===== src/rtl/btpipe_pkg.sv =====
// btpipe_pkg
// Shared definitions for the block-throttled pipe input buffer.
// Holds the default geometry constants and the encoding of the block
// framing FSM, so that the buffer and any neighbour logic agree on them.
package btpipe_pkg;

    // Default geometry: 16-bit words, 256-word buffer, 64-word host blocks.
    // The buffer depth must be a power of two and hold at least two blocks.
    localparam int DEFAULT_WIDTH     = 16;
    localparam int DEFAULT_DEPTH     = 256;
    localparam int DEFAULT_BLOCK_LEN = 64;

    // Block framing state: IDLE waits for a block strobe, RECV counts the
    // words of the block currently being transferred by the host.
    typedef enum logic [0:0] {
        BLK_IDLE = 1'b0,
        BLK_RECV = 1'b1
    } block_state_e;

endpackage


===== src/rtl/sdp_ram.sv =====
// sdp_ram
// Simple dual-port storage array: one write port, one read port with a
// registered read, both on the same clock. The array itself has no reset;
// its contents are only meaningful once written.
//
// Ports:
//   clock    sole clock
//   wr_en    write strobe
//   wr_addr  write address
//   wr_data  write data
//   rd_en    read strobe; rd_data updates only on edges where it is high
//   rd_addr  read address
//   rd_data  registered read data, held while rd_en is low
module sdp_ram #(
    parameter int WIDTH = 16,
    parameter int DEPTH = 256
) (
    input  logic                     clock,
    input  logic                     wr_en,
    input  logic [$clog2(DEPTH)-1:0] wr_addr,
    input  logic [WIDTH-1:0]         wr_data,
    input  logic                     rd_en,
    input  logic [$clog2(DEPTH)-1:0] rd_addr,
    output logic [WIDTH-1:0]         rd_data
);

    logic [WIDTH-1:0] mem [DEPTH];

    // Write port.
    always_ff @(posedge clock) begin
        if (wr_en) begin
            mem[wr_addr] <= wr_data;
        end
    end

    // Read port. Holding rd_data while rd_en is low lets the owner use this
    // register directly as a stall-stable output stage.
    always_ff @(posedge clock) begin
        if (rd_en) begin
            rd_data <= mem[rd_addr];
        end
    end

endmodule


===== src/rtl/btpipe_in_buffer.sv =====
// btpipe_in_buffer
// Input buffer for a block-throttled host pipe. The host writes words in
// blocks of BLOCK_LEN, each announced by a one-cycle block strobe, and only
// starts a block while ep_ready says a whole block fits. Words are handed to
// the consumer first-word-fall-through with a valid/ready handshake.
//
// Ports:
//   clock           sole clock
//   reset           asynchronous active-high reset
//   clear           synchronous flush of buffer, flags and block FSM
//   ep_write        host write strobe, one word per cycle
//   ep_blockstrobe  one-cycle pulse ahead of each host block
//   ep_datain       host write data
//   ep_ready        registered: room for at least one full block
//   data_out        head word to the consumer (zero while data_valid is low)
//   data_valid      data_out holds a valid word
//   data_ready      consumer takes the head word when data_valid is high
//   fill_level      words held, including the head word
//   overflow        sticky: a host write was dropped because the buffer was full
//   short_block     sticky: a block was cut short by the next block strobe
module btpipe_in_buffer
    import btpipe_pkg::*;
#(
    parameter int WIDTH     = DEFAULT_WIDTH,
    parameter int DEPTH     = DEFAULT_DEPTH,
    parameter int BLOCK_LEN = DEFAULT_BLOCK_LEN
) (
    input  logic                   clock,
    input  logic                   reset,
    input  logic                   clear,
    input  logic                   ep_write,
    input  logic                   ep_blockstrobe,
    input  logic [WIDTH-1:0]       ep_datain,
    output logic                   ep_ready,
    output logic [WIDTH-1:0]       data_out,
    output logic                   data_valid,
    input  logic                   data_ready,
    output logic [$clog2(DEPTH):0] fill_level,
    output logic                   overflow,
    output logic                   short_block
);

    localparam int AW = $clog2(DEPTH);
    localparam int FW = AW + 1;
    localparam int CW = $clog2(BLOCK_LEN + 1);

    localparam logic [FW-1:0] DEPTH_F = FW'(DEPTH);
    localparam logic [FW-1:0] BLOCK_F = FW'(BLOCK_LEN);
    localparam logic [CW-1:0] BLOCK_C = CW'(BLOCK_LEN);

    logic [AW-1:0]    wr_ptr;
    logic [AW-1:0]    rd_ptr;
    logic [FW-1:0]    fill_next;
    logic [WIDTH-1:0] ram_rd_data;
    logic             full;
    logic             push;
    logic             pop;
    logic             ram_has_word;
    logic             rd_en;

    block_state_e     blk_state;
    logic [CW-1:0]    blk_count;

    // The RAM read register doubles as the head register. A word written on
    // one edge becomes readable in the array on the next, so it reaches
    // data_out one edge after it was written. Words still in the array are
    // fill_level minus the head word. Fullness is judged on the registered
    // level, so a write into a full buffer is dropped even when the consumer
    // pops on the same edge.
    always_comb begin
        full         = (fill_level == DEPTH_F);
        push         = ep_write && !full && !clear;
        pop          = data_valid && data_ready;
        ram_has_word = ((fill_level - FW'(data_valid)) != '0);
        rd_en        = ram_has_word && (!data_valid || data_ready) && !clear;
        fill_next    = fill_level + FW'(push) - FW'(pop);
    end

    sdp_ram #(
        .WIDTH (WIDTH),
        .DEPTH (DEPTH)
    ) u_ram (
        .clock   (clock),
        .wr_en   (push),
        .wr_addr (wr_ptr),
        .wr_data (ep_datain),
        .rd_en   (rd_en),
        .rd_addr (rd_ptr),
        .rd_data (ram_rd_data)
    );

    // The array output is not reset, so it is masked until a word is valid;
    // this also makes data_out read zero during and right after reset.
    assign data_out = data_valid ? ram_rd_data : '0;

    // Pointers, fill level, head-valid flag, overflow and ep_ready. Both
    // pointers are AW bits wide so they wrap modulo DEPTH on their own.
    // ep_ready reflects the level after this edge's push and pop.
    always_ff @(posedge clock or posedge reset) begin
        if (reset) begin
            wr_ptr     <= '0;
            rd_ptr     <= '0;
            fill_level <= '0;
            data_valid <= 1'b0;
            overflow   <= 1'b0;
            ep_ready   <= 1'b0;
        end else if (clear) begin
            wr_ptr     <= '0;
            rd_ptr     <= '0;
            fill_level <= '0;
            data_valid <= 1'b0;
            overflow   <= 1'b0;
            // An empty buffer always has room for a block.
            ep_ready   <= 1'b1;
        end else begin
            if (push) begin
                wr_ptr <= wr_ptr + AW'(1);
            end
            if (rd_en) begin
                rd_ptr <= rd_ptr + AW'(1);
            end
            fill_level <= fill_next;
            if (rd_en) begin
                data_valid <= 1'b1;
            end else if (pop) begin
                data_valid <= 1'b0;
            end
            if (ep_write && full) begin
                overflow <= 1'b1;
            end
            ep_ready <= ((DEPTH_F - fill_next) >= BLOCK_F);
        end
    end

    // Block framing FSM. A strobe opens a block with a cleared count; every
    // host write cycle inside the block counts, dropped or not. A strobe that
    // arrives before the count reaches BLOCK_LEN flags a short block and
    // opens the next one. The count saturates at BLOCK_LEN on block end.
    // Writes seen in IDLE are stored but not framed.
    always_ff @(posedge clock or posedge reset) begin
        if (reset) begin
            blk_state   <= BLK_IDLE;
            blk_count   <= '0;
            short_block <= 1'b0;
        end else if (clear) begin
            blk_state   <= BLK_IDLE;
            blk_count   <= '0;
            short_block <= 1'b0;
        end else begin
            unique case (blk_state)
                BLK_IDLE: begin
                    if (ep_blockstrobe) begin
                        blk_state <= BLK_RECV;
                        blk_count <= '0;
                    end
                end
                BLK_RECV: begin
                    if (ep_blockstrobe) begin
                        if (blk_count < BLOCK_C) begin
                            short_block <= 1'b1;
                        end
                        blk_count <= '0;
                    end else if (ep_write) begin
                        if (blk_count >= BLOCK_C - CW'(1)) begin
                            blk_count <= BLOCK_C;
                            blk_state <= BLK_IDLE;
                        end else begin
                            blk_count <= blk_count + CW'(1);
                        end
                    end
                end
                default: begin
                    blk_state <= BLK_IDLE;
                    blk_count <= '0;
                end
            endcase
        end
    end

endmodule


===== config.mk =====
export PLATFORM = sky130hd
export DESIGN_NAME = btpipe_in_buffer
export DESIGN_NICKNAME = d
export VERILOG_FILES = /design/src/rtl/btpipe_pkg.sv /design/src/rtl/sdp_ram.sv /design/src/rtl/btpipe_in_buffer.sv
export SDC_FILE = /design/constraint.sdc
export NUM_CORES = 2
export LEC_CHECK = 0
export CORE_MARGIN = 4
export CORE_UTILIZATION = 40
export DETAILED_ROUTE_END_ITERATION = 12
export PLACE_DENSITY = 0.67
export SETUP_SLACK_MARGIN = 0.3
export SYNTH_ARGS = -nofsm -noshare
export SYNTH_HDL_FRONTEND = slang
export SYNTH_SLANG_ARGS = --single-unit

===== constraint.sdc =====
create_clock -name clock -period 4.2 [get_ports clock]
set_input_delay 0.42 -clock clock [delete_from_list [all_inputs] [get_ports clock]]
set_output_delay 0.42 -clock clock [all_outputs]
set_load 0.005 [all_outputs]

==> metrics.cfg <==
[detailed_routing]
antenna_left=0
routed_via_density=5.821
vias=79160
routedWlPerCell_um=29.23
wirelength_mm=397.5
dr.pass1.iters=7
drt_iter0_drc=11240
drc=0

[power]
finalPower_mw=95.40
power_switching_mw=22.77
p_clk_share_pct=37.5
p_leak_nw=56.88
pwr-share-seq_pct=48.0
combPwrFrac_pct=14.4
p_per_area_nw_per_um2=522.0
intPower_mw=72.63
ir_drop_v=0.0004014
switching_share_pct=23.87

[die]
die_w_um=639.3
coreArea_um2=396500
std_cell_rows=231
start_util_pct=40.20
die_y_um=639.3
num_io_pins=51
dieArea_um2=408700

[timing]
hold_viol=2
relSlewSlack_pct=15.62
setup_violations=0
hold_ws_ps=-4.446
min_period_ps=4013
post-route-period-util_pct=95.56
finalSetupTns_ps=0
fin_skew_ps=70.33
clock.fmax_mhz=249.2
worstMarginPinSlew_ps=1262
rsz0062_at_grt=false
drv_slew=0

[cells_and_area]
fin_cells=13600
fin_area_um2=182800
fillers=32300
layout.nets=8060
register_area_um2=124400
multiInputGateArea_um2=32800
areaGrowthSynthToFinish_pct=14.65
drive_gt1_share_pct=24.68

[synthesis]
yosys_most_used_dff=edfxtp_1
netlist_area_um2=159400
ys_ff_latch=4149
yosysUniqueCellTypes=63
synthesis.nets=7447
async_flop_share_pct=0.8918
netlist_top_cells_area=edfxtp_1 77%, mux4_2 11%, mux2i_1 3.5%
syn_area_per_cell_um2=21.54
yosys.area.top_type=edfxtp_1
synth_top_area_share_pct=77.46
synth-edff-count=4112
synth_cells=7399
yosysWarningCount=0
yosysSeqAreaShare_pct=78.05

[setup_path]
critPathLaunchType=register
cpPeakStageDelay_ps=700
crit_slowest_cell=dfrtp_4
r2r_slack_ps=190
cp-end-kind=register
cp_max_fo=20
crit_type=reg2reg
crit_start=rd_ptr[0]
cpMostUsedCell=buf_12
arrival_ps=4680
worstPathRequired_ps=4870
r2r_start=rd_ptr[0]
crit_chain=buf_12 > buf_12 > mux4_2 > a22o_1 > nor4_1 > a21oi_1 > nand4_1 > buf_4 > a211oi_2

[grt]
grt_max_degree=137
grt_pass1_vias=78110
grt.total_usage_pct=19.08
grt_antenna_before_repair=16
grt-ovfl-total=0
grt_pass1_wl_mm=571.1

[clock_tree]
cts_buffer_depth=4
numClockSinks=4149
cts_buffers=399
clk_pin_slew_ps=60
h-tree-depth=5
cts_tree=done
clock-root-buffer=clkbuf_16
clk_latency_ps=970

[placed_design]
dp_hpwl_mm=236.2
dp_cells=12850
port_buffers=50
place_area_um2=169600
gp_congestion=0.8406

[status]
violations=hold timing
status=finished with violations

[job]
maxCapViolations=0

[hold_path]
hold_class=in2reg
holdCritStartpoint=ep_datain[1]

[state kept, by name (all words and copies together) (netlist names)]
register and cells:
rd_ptr 8, wr_ptr 8, ep_ready 1, overflow 1, u_ram.mem 4096, fill_level 9, u_ram.rd_data 16, short_block 1
blk_state 1, data_valid 1, blk_count 7
[final timing paths]
kind                                     end  depth (start not counted)
max in group asynchronous          rd_ptr[1]                          4
min reg2reg                      short_block                          2
min in group asynchronous         data_valid                          4
max                        u_ram.rd_data[11]                          9
max reg2reg                u_ram.rd_data[11]                          9
min                         u_ram.mem[94][1]                          1
[area by class of cell]
type | count | area share, %
sequential | 4149 | 68.08
multi-input combinational | 2793 | 17.95
clock buffer | 498 | 5.712
tap | 5242 | 3.589
timing repair buffer | 645 | 3.192
clock inverter | 242 | 1.420
inverter | 24 | 0.04929
antenna | 5 | 0.006847
[critical path, delay by kind of cell (launching register included)]
kind / cells / cell delay (ps)
buf+inv: 3 / 790
simple gates: 2 / 1000
mux: 1 / 540
compound gates: 3 / 610
flops: 1 / 700
[synth_stat cells, drive strengths merged (17+ instances only)]
master  number
edfxtp    4112
mux4       800
mux2i      562
nor2       298
o22ai      272
buf        235
clkbuf     198
a22oi      128
a21oi      108
a22o        96
nor3        81
nor4        66
nand4       62
a221oi      48
dfrtp       37
nand2b      28
nand3       27
ha          25
nand2       25
o21ai       25
inv         24
nor2b       22
and2        21
a211oi      19
xnor2       17
[metrics by stage]
step / setup slack [ps] / hold slack, ps / util, %
floorplan: 334.3 / 467.2 / -
global placement: -29.62 / 479.8 / 42.77
detailed placement: -35.41 / 491.3 / 42.77
CTS: 312.4 / 1.387 / 46.07
global route: 316.3 / 9.992 / 46.08
finish: 186.5 / -4.446 / 46.09
[layer usage]
metal | part of all wire (%) | GRT usage [%] | wire length, um | vias to the layer above
li1 | - | - | - | 32440
met1 | 41 | 27.57 | 161400 | 42060
met2 | 47 | 29.86 | 188000 | 4064
met3 | 9.0 | 3.247 | 35930 | 593
met4 | 3.0 | 5.622 | 12090 | 4
met5 | 0.0068 | 0 | 27 | -
[layout by cell type, fill, tap and decap left out, drive strengths merged, types with 108 or more instances in the layout]
cell type,n
edfxtp,4112
mux4,800
buf,607
mux2i,562
clkbuf,498
nor2,298
o22ai,272
clkinv,166
a22oi,128
a21oi,108
[cell families after synthesis]
family | count (synthesis) | synth area share, %
AOI/OAI and AO/OA | 732 | 3.247
DFF | 4149 | 78.05
xor gates and xnor gates | 23 | 0.1311
adders and majority gates | 26 | 0.2088
and+or+nand+nor | 649 | 2.016
buffers and inverters | 457 | 1.510
muxes | 1363 | 14.84
[repair_timing]
item | 4_1_cts | 5_1_grt
setup buffers | 0 | 0
pin swaps | 0 | 4
hold buffers | 4 | 0
gates resized for setup | 4 | 9
setup endpoints to repair | 4 | 1
hold endpoints to repair | 79 | 0
[power by group through the flow]
stage | Combinational, mW | Clock (mW) | Sequential, mW
after detailed placement | 13.8 | 0 | 46.7
after global placement | 13.6 | 0 | 46.7
after floorplan | 9.77 | 0 | 46.6
after CTS | 13.8 | 36.3 | 45.8
final | 13.8 | 35.8 | 45.8
after global routing | 14.6 | 38.1 | 45.8
Note: power is estimated with default switching activity, not from simulation.
